$ cat config.mk
export PLATFORM = sky130hd
export DESIGN_NAME = crc32_stream_flat
export DESIGN_NICKNAME = d
export VERILOG_FILES = /design/src/rtl/crc32_pkg.sv /design/src/rtl/crc32_stream_if.sv /design/src/rtl/crc32_lanes.sv /design/src/rtl/crc32_stream.sv /design/src/flat_wrapper.sv
export SDC_FILE = /design/constraint.sdc
export NUM_CORES = 1
export LEC_CHECK = 0
export CAP_MARGIN = 20
export CORE_ASPECT_RATIO = 1.2
export CORE_UTILIZATION = 61
export DETAILED_ROUTE_END_ITERATION = 16
export PLACE_DENSITY = 0.86
export SLEW_MARGIN = 20
export SYNTH_ARGS = -nofsm -noshare
export SYNTH_HDL_FRONTEND = slang
export SYNTH_SLANG_ARGS = --single-unit
$ cat constraint.sdc
create_clock -name clk -period 4.7 [get_ports clk]
set_input_delay 0.94 -clock clk [delete_from_list [all_inputs] [get_ports clk]]
set_output_delay 0.94 -clock clk [all_outputs]
set_load 0.02 [all_outputs]
$ cat src/rtl/crc32_pkg.sv
// ---------------------------------------------------------------------------
// crc32_pkg
// Shared constants, FSM state type and CRC helper functions for the
// crc32_stream Ethernet CRC-32 engine.
//   CRC32_POLY_REFL : reflected form of polynomial 0x04C11DB7
//   CRC32_INIT      : register value loaded at start of frame
//   CRC32_RESIDUE   : good-frame residue, MSB-first (conventional) orientation
//   crc_state_e     : IDLE / RUN / HOLD
//   crc32_byte()    : one reflected byte step (LSB of the byte first)
//   bitrev32()      : 32-bit bit reversal
// ---------------------------------------------------------------------------
package crc32_pkg;

  localparam logic [31:0] CRC32_POLY_REFL = 32'hEDB88320;
  localparam logic [31:0] CRC32_INIT      = 32'hFFFFFFFF;
  localparam logic [31:0] CRC32_RESIDUE   = 32'hC704DD7B;

  typedef enum logic [1:0] {
    ST_IDLE = 2'b00,
    ST_RUN  = 2'b01,
    ST_HOLD = 2'b10
  } crc_state_e;

  // One byte through the reflected CRC: fold the byte into the low bits,
  // then shift right eight times, xoring the polynomial when a 1 drops out.
  function automatic logic [31:0] crc32_byte(input logic [31:0] crc,
                                             input logic [7:0]  data);
    logic [31:0] c;
    c = crc ^ {24'h000000, data};
    for (int b = 0; b < 8; b++) begin
      if (c[0]) begin
        c = (c >> 1) ^ CRC32_POLY_REFL;
      end else begin
        c = c >> 1;
      end
    end
    return c;
  endfunction

  function automatic logic [31:0] bitrev32(input logic [31:0] v);
    logic [31:0] r;
    for (int i = 0; i < 32; i++) begin
      r[i] = v[31-i];
    end
    return r;
  endfunction

endpackage

$ cat src/rtl/crc32_stream_if.sv
// ---------------------------------------------------------------------------
// crc32_stream_if
// Beat-input and result-output handshake bundle of crc32_stream.
//   in_valid/in_ready, in_sof, in_eof, in_data[DW], in_be[DW/8] : beat stream
//   res_valid/res_ready, res_fcs[32], res_ok, res_bytes[CNTW],
//   res_abort                                                  : result
// master : the producer of beats / consumer of results
// slave  : the CRC engine
// ---------------------------------------------------------------------------
interface crc32_stream_if #(
  parameter int DW   = 8,
  parameter int CNTW = 16
);
  localparam int NB = DW / 8;

  logic            in_valid;
  logic            in_ready;
  logic            in_sof;
  logic            in_eof;
  logic [DW-1:0]   in_data;
  logic [NB-1:0]   in_be;
  logic            res_valid;
  logic            res_ready;
  logic [31:0]     res_fcs;
  logic            res_ok;
  logic [CNTW-1:0] res_bytes;
  logic            res_abort;

  modport master (
    output in_valid, in_sof, in_eof, in_data, in_be, res_ready,
    input  in_ready, res_valid, res_fcs, res_ok, res_bytes, res_abort
  );

  modport slave (
    input  in_valid, in_sof, in_eof, in_data, in_be, res_ready,
    output in_ready, res_valid, res_fcs, res_ok, res_bytes, res_abort
  );
endinterface

$ cat src/rtl/crc32_lanes.sv
// ---------------------------------------------------------------------------
// crc32_lanes
// Combinational multi-lane CRC step: applies the reflected byte step to
// lanes 0..nlanes-1 of data (lane 0 = data[7:0] = earliest byte).
//   crc_in  [32]        : register before the beat
//   data    [DW]        : beat data
//   nlanes  [clog2(NB+1)] : number of valid lanes starting at lane 0
//   crc_out [32]        : register after the beat
// ---------------------------------------------------------------------------
module crc32_lanes
  import crc32_pkg::*;
#(
  parameter int DW = 8,
  localparam int NB = DW / 8,
  localparam int LW = $clog2(NB + 1)
) (
  input  logic [31:0]   crc_in,
  input  logic [DW-1:0] data,
  input  logic [LW-1:0] nlanes,
  output logic [31:0]   crc_out
);

  // Unrolled chain of byte steps; lanes at or above nlanes pass through.
  always_comb begin
    logic [31:0] c;
    c = crc_in;
    for (int i = 0; i < NB; i++) begin
      if (LW'(i) < nlanes) begin
        c = crc32_byte(c, data[8*i +: 8]);
      end else begin
        c = c;
      end
    end
    crc_out = c;
  end

endmodule

$ cat src/rtl/crc32_stream.sv
// ---------------------------------------------------------------------------
// crc32_stream
// Ethernet CRC-32 engine with SOF/EOF framing and a held result.
//   clk, reset_n (async, active low)
//   bus : crc32_stream_if.slave (beat stream in, result out)
// Optional feature macro CRC_ERRCNT_EN adds:
//   err_cnt[15:0] out : saturating count of results with res_ok == 0
//   err_clr       in  : one-cycle clear, wins over a same-cycle increment
// The CRC register is kept in reflected orientation, so the FCS is simply
// its complement and the residue compare uses the bit-reversed register.
// ---------------------------------------------------------------------------
module crc32_stream
  import crc32_pkg::*;
#(
  parameter int          DW      = 8,
  parameter logic [31:0] INIT    = CRC32_INIT,
  parameter logic [31:0] RESIDUE = CRC32_RESIDUE,
  parameter int          CNTW    = 16
) (
  input  logic          clk,
  input  logic          reset_n,
  crc32_stream_if.slave bus
`ifdef CRC_ERRCNT_EN
  ,
  output logic [15:0]   err_cnt,
  input  logic          err_clr
`endif
);
  localparam int NB = DW / 8;
  localparam int LW = $clog2(NB + 1);

  crc_state_e      state_q, state_d;
  logic [31:0]     crc_q, crc_d;
  logic [CNTW-1:0] cnt_q, cnt_d;
  logic            abort_q, abort_d;
  logic            in_ready_q, res_valid_q;
  logic [31:0]     res_fcs_q, res_fcs_d;
  logic            res_ok_q, res_ok_d;
  logic [CNTW-1:0] res_bytes_q, res_bytes_d;
  logic            res_abort_q, res_abort_d;

  logic            accept_s;
  logic            capture_s;
  logic [LW-1:0]   lanes_s;
  logic [31:0]     crc_base_s, crc_next_s;
  logic [CNTW-1:0] cnt_base_s, cnt_sum_s;
  logic [CNTW:0]   cnt_wide_s;

  // Lanes used on the EOF beat: run of ones in be starting at lane 0.
  function automatic logic [LW-1:0] eof_lanes(input logic [NB-1:0] be);
    logic [LW-1:0] n;
    logic          run;
    n   = '0;
    run = 1'b1;
    for (int i = 0; i < NB; i++) begin
      if (run && be[i]) begin
        n = n + LW'(1);
      end else begin
        run = 1'b0;
      end
    end
    return n;
  endfunction

  assign accept_s = bus.in_valid & in_ready_q;

  // Beat lane count, seed selection and saturating byte count.
  always_comb begin
    if (NB == 1) begin
      lanes_s = LW'(1);
    end else if (bus.in_eof) begin
      lanes_s = eof_lanes(bus.in_be);
    end else begin
      lanes_s = LW'(NB);
    end
    crc_base_s = bus.in_sof ? INIT : crc_q;
    cnt_base_s = bus.in_sof ? {CNTW{1'b0}} : cnt_q;
    cnt_wide_s = {1'b0, cnt_base_s} + (CNTW+1)'(lanes_s);
    cnt_sum_s  = cnt_wide_s[CNTW] ? {CNTW{1'b1}} : cnt_wide_s[CNTW-1:0];
  end

  crc32_lanes #(.DW(DW)) u_lanes (
    .crc_in  (crc_base_s),
    .data    (bus.in_data),
    .nlanes  (lanes_s),
    .crc_out (crc_next_s)
  );

  // Frame FSM, CRC/count update and result capture on entry to HOLD.
  always_comb begin
    state_d     = state_q;
    crc_d       = crc_q;
    cnt_d       = cnt_q;
    abort_d     = abort_q;
    capture_s   = 1'b0;
    res_fcs_d   = res_fcs_q;
    res_ok_d    = res_ok_q;
    res_bytes_d = res_bytes_q;
    res_abort_d = res_abort_q;
    case (state_q)
      ST_IDLE: begin
        // Beats without SOF are dropped while idle.
        if (accept_s && bus.in_sof) begin
          crc_d     = crc_next_s;
          cnt_d     = cnt_sum_s;
          capture_s = bus.in_eof;
          state_d   = bus.in_eof ? ST_HOLD : ST_RUN;
        end else begin
          state_d = ST_IDLE;
        end
      end
      ST_RUN: begin
        if (accept_s) begin
          crc_d     = crc_next_s;
          cnt_d     = cnt_sum_s;
          abort_d   = abort_q | bus.in_sof;
          capture_s = bus.in_eof;
          state_d   = bus.in_eof ? ST_HOLD : ST_RUN;
        end else begin
          state_d = ST_RUN;
        end
      end
      ST_HOLD: begin
        if (bus.res_ready) begin
          state_d = ST_IDLE;
          abort_d = 1'b0;
          crc_d   = INIT;
          cnt_d   = {CNTW{1'b0}};
        end else begin
          state_d = ST_HOLD;
        end
      end
      default: begin
        state_d = ST_IDLE;
        abort_d = 1'b0;
        crc_d   = INIT;
        cnt_d   = {CNTW{1'b0}};
      end
    endcase
    if (capture_s) begin
      res_fcs_d   = ~crc_next_s;
      res_ok_d    = (bitrev32(crc_next_s) == RESIDUE);
      res_bytes_d = cnt_sum_s;
      res_abort_d = abort_d;
    end else begin
      res_fcs_d   = res_fcs_q;
      res_ok_d    = res_ok_q;
      res_bytes_d = res_bytes_q;
      res_abort_d = res_abort_q;
    end
  end

  // State, datapath and result registers.
  always_ff @(posedge clk or negedge reset_n) begin
    if (!reset_n) begin
      state_q     <= ST_IDLE;
      crc_q       <= INIT;
      cnt_q       <= {CNTW{1'b0}};
      abort_q     <= 1'b0;
      in_ready_q  <= 1'b1;
      res_valid_q <= 1'b0;
      res_fcs_q   <= 32'h00000000;
      res_ok_q    <= 1'b0;
      res_bytes_q <= {CNTW{1'b0}};
      res_abort_q <= 1'b0;
    end else begin
      state_q     <= state_d;
      crc_q       <= crc_d;
      cnt_q       <= cnt_d;
      abort_q     <= abort_d;
      in_ready_q  <= (state_d != ST_HOLD);
      res_valid_q <= (state_d == ST_HOLD);
      res_fcs_q   <= res_fcs_d;
      res_ok_q    <= res_ok_d;
      res_bytes_q <= res_bytes_d;
      res_abort_q <= res_abort_d;
    end
  end

  assign bus.in_ready  = in_ready_q;
  assign bus.res_valid = res_valid_q;
  assign bus.res_fcs   = res_fcs_q;
  assign bus.res_ok    = res_ok_q;
  assign bus.res_bytes = res_bytes_q;
  assign bus.res_abort = res_abort_q;

`ifdef CRC_ERRCNT_EN
  logic [15:0] err_cnt_q, err_cnt_d;

  // Count results that failed the residue check as they are consumed.
  always_comb begin
    if (err_clr) begin
      err_cnt_d = 16'h0000;
    end else if ((state_q == ST_HOLD) && bus.res_ready && !res_ok_q &&
                 (err_cnt_q != 16'hFFFF)) begin
      err_cnt_d = err_cnt_q + 16'h0001;
    end else begin
      err_cnt_d = err_cnt_q;
    end
  end

  // Error counter register.
  always_ff @(posedge clk or negedge reset_n) begin
    if (!reset_n) begin
      err_cnt_q <= 16'h0000;
    end else begin
      err_cnt_q <= err_cnt_d;
    end
  end

  assign err_cnt = err_cnt_q;
`endif

endmodule

$ cat src/flat_wrapper.sv
// flat-port wrapper written by rule: the top's interface ports become plain ports
module crc32_stream_flat import crc32_pkg::*;
#(
  parameter int          DW      = 8,
  parameter logic [31:0] INIT    = CRC32_INIT,
  parameter logic [31:0] RESIDUE = CRC32_RESIDUE,
  parameter int          CNTW    = 16
)
  (clk, reset_n, bus_in_valid, bus_in_sof, bus_in_eof, bus_in_data, bus_in_be, bus_res_ready, bus_in_ready, bus_res_valid, bus_res_fcs, bus_res_ok, bus_res_bytes, bus_res_abort);
  crc32_stream_if #(.DW(DW), .CNTW(CNTW)) bus_i ();
  input  logic clk;
  input  logic reset_n;
  input wire logic [$bits(bus_i.in_valid)-1:0] bus_in_valid;
  input wire logic [$bits(bus_i.in_sof)-1:0] bus_in_sof;
  input wire logic [$bits(bus_i.in_eof)-1:0] bus_in_eof;
  input wire logic [$bits(bus_i.in_data)-1:0] bus_in_data;
  input wire logic [$bits(bus_i.in_be)-1:0] bus_in_be;
  input wire logic [$bits(bus_i.res_ready)-1:0] bus_res_ready;
  output wire logic [$bits(bus_i.in_ready)-1:0] bus_in_ready;
  output wire logic [$bits(bus_i.res_valid)-1:0] bus_res_valid;
  output wire logic [$bits(bus_i.res_fcs)-1:0] bus_res_fcs;
  output wire logic [$bits(bus_i.res_ok)-1:0] bus_res_ok;
  output wire logic [$bits(bus_i.res_bytes)-1:0] bus_res_bytes;
  output wire logic [$bits(bus_i.res_abort)-1:0] bus_res_abort;
  assign bus_i.in_valid = bus_in_valid;
  assign bus_i.in_sof = bus_in_sof;
  assign bus_i.in_eof = bus_in_eof;
  assign bus_i.in_data = bus_in_data;
  assign bus_i.in_be = bus_in_be;
  assign bus_i.res_ready = bus_res_ready;
  assign bus_in_ready = bus_i.in_ready;
  assign bus_res_valid = bus_i.res_valid;
  assign bus_res_fcs = bus_i.res_fcs;
  assign bus_res_ok = bus_i.res_ok;
  assign bus_res_bytes = bus_i.res_bytes;
  assign bus_res_abort = bus_i.res_abort;
  crc32_stream #(.DW(DW), .INIT(INIT), .RESIDUE(RESIDUE), .CNTW(CNTW)) u_core (.clk(clk), .reset_n(reset_n), .bus(bus_i));
endmodule
Word-level counts from Yosys, hierarchy flattened
Index checks and enable logic that the tools add are counted. W data, S select, Z words.

Flip-flop bits (word level): 103. Input bits: 15. Word-level logic and storage cells: 64.

$add $sub $neg: 1. Eq/ne operators: 8. Muxes and demuxes: 30. Bitwise operators: 12. Reductions and logical operators: 3.

Operators with widths (count): $mux W32 (12); $not A13 Y14 (8); $pmux W32 S3 (1); $mux W16 (5); $pmux W16 S3 (1); $eq A32 B32 Y1 const B (1); $not A32 Y32 (1); $xor A32 B8 Y32 (1); $add A16 B1 Y17 const B (1); $mux W2 (4); $pmux W2 S3 (1); $eq A2 B2 Y1 const B (2); $mux W1 (4); $ne A2 B1 Y1 const B (2); $ne A2 B2 Y1 const B (2); $pmux W1 S3 (1); $reduce_and A3 Y1 (1); $eq A2 B1 Y1 const B (1); $logic_not A2 Y1 (1); $pmux W1 S2 (1); $and A1 B1 Y1 (1); $logic_and A1 B1 Y1 (1); $or A1 B1 Y1 (1).

Depth between registers and ports, before layout
Word-level depth: 20. Depth in mapped cells: 16. Depth with buffers taken out: 9.

Cells and area by module
From an unflattened synthesis, not the netlist that was laid out.

Cells, all modules: 599. Area, all modules: 5913.2 um^2.

By module, submodules not included: crc32_stream (times used 1, cells an instance 483, area an instance 4675.7 um^2); crc32_lanes (times used 1, cells an instance 116, area an instance 1237.4 um^2).

Worst setup path before layout
No wires, ideal clock.

Kind: input -> register. Start: input bus_in_sof. End: register u_core.cnt_q[3]. Library setup time: 84 ps. Data arrival time: 3718 ps. Setup slack: 898 ps. Cell stages on the path: 15. Path buffers: 8. Cell sequence: buf_2 -> buf_2 -> buf_2 -> clkbuf_1 -> clkbuf_1 -> buf_1 -> nor2b_1 -> ha_1 -> and3_1 -> clkbuf_1 -> nand2_1 -> nor4_1 -> buf_2 -> nor2_1 -> o21ai_0.

Word-level cells in the longest chain between the ends: 5.

Ends and longest elaborated chain: start, declared (RTL line flat_wrapper.sv:14) `input wire logic [$bits(bus_i.in_sof)-1:0] bus_in_sof;`; $mux W16 (RTL line crc32_stream.sv:77) `cnt_base_s = bus.in_sof ? {CNTW{1'b0}} : cnt_q;`; $add A16 B1 Y17 (RTL line crc32_stream.sv:78) `cnt_wide_s = {1'b0, cnt_base_s} + (CNTW+1)'(lanes_s);`; $mux W16 (RTL line crc32_stream.sv:79) `cnt_sum_s = cnt_wide_s[CNTW] ? {CNTW{1'b1}} : cnt_wide_s[CNTW-1:0];`; $mux W16, on equally long branches (RTL line crc32_stream.sv:113, crc32_stream.sv:103); $pmux W16 S3 (RTL line crc32_stream.sv:100) `case (state_q)`; end signal, assigned (RTL line crc32_stream.sv:158) `cnt_q <= {CNTW{1'b0}};`; end signal, assigned (RTL line crc32_stream.sv:169) `cnt_q <= cnt_d;`; end, declared (RTL line crc32_stream.sv:34) `logic [CNTW-1:0] cnt_q, cnt_d;`.

Parallel ways exist; a longest one is shown, timed or not. The select of a mux whose other input is x is not followed. A chain may end at the register's enable or synchronous reset.

Final worst setup path
Start: input bus_in_data[0]. End: register u_core.res_ok_q, in the netlist u_core.bus.res_ok.

Word-level cells in the longest chain between the ends: 15.

Ends and longest elaborated chain: start, declared (RTL line flat_wrapper.sv:16) `input wire logic [$bits(bus_i.in_data)-1:0] bus_in_data;`; $xor A32 B8 Y32 * (RTL line crc32_pkg.sv:29) `c = crc ^ {24'h000000, data};`; $mux W32 * (RTL line crc32_pkg.sv:31) `if (c[0]) begin`; $not A13 Y14 (no line) or $mux W32 (tied branches); $mux W32 * (RTL line crc32_pkg.sv:31); $not A13 Y14 (no line) or $mux W32 (tied branches); $mux W32 * (2 in a row) (RTL line crc32_pkg.sv:31); $not A13 Y14 (no line) or $mux W32 (tied branches); $mux W32 * (RTL line crc32_pkg.sv:31); $not A13 Y14 (no line) or $mux W32 (tied branches); $mux W32 * (2 in a row) (RTL line crc32_pkg.sv:31); $not A13 Y14 (no line); $mux W32 * (RTL line crc32_pkg.sv:31); $eq A32 B32 Y1 * (RTL line crc32_stream.sv:142) `res_ok_d = (bitrev32(crc_next_s) == RESIDUE);`; end signal, assigned (RTL line crc32_stream.sv:174) `res_ok_q <= res_ok_d;`; end, declared (RTL line crc32_stream.sv:38) `logic res_ok_q, res_ok_d;`.

Every way passes the cells marked *; elsewhere a longest branch is shown, timed or not.

==> run metrics <==
status=finished, final reports clean; Hold Crit Class=reg2reg; CP Class=in2reg; H-tree depth=3; largest net degree at the start of global routing=70; clk_skew=around 0.014 ns; CTS resizes=0; Sinks on Clock Net=just over 100; Syn. warnings=0; flops & latches, synth=around 100; maximum fanout along the worst path=6; first-pass GRT wire length=between 20 and 25 mm; Final Util=0.737; CTS tree=done; Synth area leader=dfrtp_1; Area contributors post-synth=dfrtp_1, dfstp_2, xnor2_1; dominant synthesized flop cell=dfrtp_1; DR pass1 iterations=4; Fmax achieved=slightly below 300 MHz; wire per inst=around 17 um; period utilization=0.735; DP HPWL=a little under 10 mm; Core ar.=just over 9000 um2; CP required=approximately 5 ns; pwr dens=around 690 nW/um2; Reg clk slew, reported paths=0.10 ns; DP Worst Slack=between 0.8 and 0.9 ns; syn_area_per_cell=roughly 9.3 um2; fraction of synthesized area in multiplexers=0.0126; setup repair after global routing missed its margin=false; initial core utilization=0.638; Num CTS Buffers=9; GP Congestion=around 0.9; Slew Limit Fails=0; adder-cell share of the synthesized area=0.00426; antenna violations before repair=0; Tmin final=3.45 ns; largest family of logic cells by synthesized area=XOR/XNOR gates; WL final=about 14 mm; Clock power frac=0.135; Setup crit end kind=flop; setup ws final=~1.2 ns; PortBufs=65; P&R area growth vs syn=15.6%; CTS max path bufs=2; Finished Layout Cells=between 700 and 800; final hold violations=0; 1st-iter DRT viols=304; post-synthesis xor/xnor area fraction=0.214; relative slew slack=0.408; Async SR Flop Fraction=1.00; Pleak=a little under 3 nW; gr usage total=0.292; Detail Route Antenna Nets=0; cell row count=38; DIE WIDTH=91.6 um; Synth Instances=roughly 630; simple-gate share of the synthesized area=0.193; Worst Path Arrival=3.74 ns; Post-synth EDFFs=0; vias in the first global route=roughly 4,500; Multi-input gate area=3070 um2; Reg power frac=0.322; Net Sw Frac=0.420; # fillers=between 600 and 700; Synth top area share=0.298; Skew-Pair Late Insertion Delay=around 0.37 ns; Logic pwr share=0.542; max cap viols=0; Compound-Gate Fraction of Synth Area=0.0951; antenna cell count=0; sequential area share after synthesis=0.445; share of cells above drive strength 1=0.125; cell area after synthesis=about 6000 um2; root buffer cell=clkbuf_8; FF+latch area=around 2600 um2; Post-CTS Hold Buffers=0; post-synth net total=649; Slew @ Worst Pin=0.881 ns; top post-synthesis cells by count=nand2_1, nor2_1, xnor2_1; setup TNS=0 ns; total grt overflow=0; Netlist cell types=54; most common cell in the synthesized netlist=nand2_1; Net Switching=around 0.0020 W; P_int=approximately 0.0027 W; DRC=0; num ports=67; total power draw=0.00469 W; Cells after DPL=between 700 and 800; Chip Height=approximately 110 um; Die Area=around 10,000 um2; VDD IR max=roughly 430 uV; Final #Nets=690; critical path startpoint category=primary input; Vias=4,501; Via density=approximately 5.6; Post CTS Setup Buffer Count=0; Final Setup Violations=0
[worst paths after layout]
path / to / from / cells past startpoint / slack, ns
setup / recovery: u_core.bus.res_ok / bus_in_data[0] / 8 / 1.25
hold / removal: u_core.bus.res_fcs[23] / u_core.bus.res_fcs[23] / 2 / 0.48
setup reg to reg: u_core.bus.res_ok / u_core.crc_q[0] / 8 / 1.86
hold reg to reg: u_core.bus.res_fcs[23] / u_core.bus.res_fcs[23] / 2 / 0.48
max in group asynchronous: u_core.crc_q[3] / reset_n / 2 / 2.99
min in group asynchronous: u_core.bus.res_bytes[13] / reset_n / 1 / 0.68
[routing by layer]
metal | routed length [um] | track usage
met4 | 417 | 0.126
met2 | 7270 | 0.521
met5 | 0 | 0
met1 | 5490 | 0.346
met3 | 597 | 0.0553
[area by class of cell]
type,count,area share
multi-input combinational,481,0.452
inverter,6,0.00331
clock inverter,6,0.0133
timing repair buffer,72,0.104
clock buffer,10,0.0203
tap,120,0.0221
sequential,103,0.385
[cells by family (layout without fill, tap and decap cells)]
group,Yosys count,count (layout)
AND/OR/NAND/NOR,260,260
adder cells (fa/ha/maj),2,2
AO/OA/AOI/OAI,94,94
buffers and inverters,48,94
flip-flops,103,103
multiplexers,7,7
XOR/XNOR,118,118
[critical path, stage by stage]
cell and delay [ns]:
clkdlybuf4s50_1 0.65, xor2_1 0.28, xnor2_1 0.74, xnor2_1 0.21, xnor2_2 0.29, mux2i_1 0.30, nand4_1 0.14, o31ai_2 0.19
[power groups by stage]
stage          logic [W]  registers (W)  clock network, W
3_5_place_dp     0.00253        0.00153                 0
4_1_cts          0.00255        0.00151          0.000645
3_3_place_gp     0.00248        0.00151                 0
6_report         0.00254        0.00151          0.000634
2_1_floorplan    0.00171        0.00159                 0
5_1_grt          0.00273        0.00155          0.000679
[sequential cells by signal (all words and copies together) (netlist names)]
register,cells
u_core.bus.res_fcs,32
u_core.bus.res_ok,1
u_core.bus.res_abort,1
u_core.cnt_q,16
u_core.bus.in_ready,1
u_core.abort_q,1
u_core.state_q,2
u_core.bus.res_valid,1
u_core.bus.res_bytes,16
u_core.crc_q,32
[cells in the final DEF (no fill, tap or decap), types with 8 or more instances in the layout]
| cell type | instances |
|---|---|
| xnor2_1 | 75 |
| xor2_1 | 24 |
| nor2b_1 | 10 |
| nor2_1 | 84 |
| xnor2_2 | 8 |
| dfrtp_1 | 70 |
| nand2_1 | 122 |
| dfstp_2 | 33 |
| clkdlybuf4s50_1 | 63 |
| o21ai_0 | 34 |
| a21oi_1 | 32 |
| clkbuf_8 | 10 |
[through the flow]
step                area (um2)  hold slack [ns]
global route              6800            0.503
finish                    6800            0.481
CTS                       6790            0.487
detailed placement        6560            0.462
global placement          6560            0.459
floorplan                 5880            0.456
Note: power is estimated with default switching activity, not from simulation.
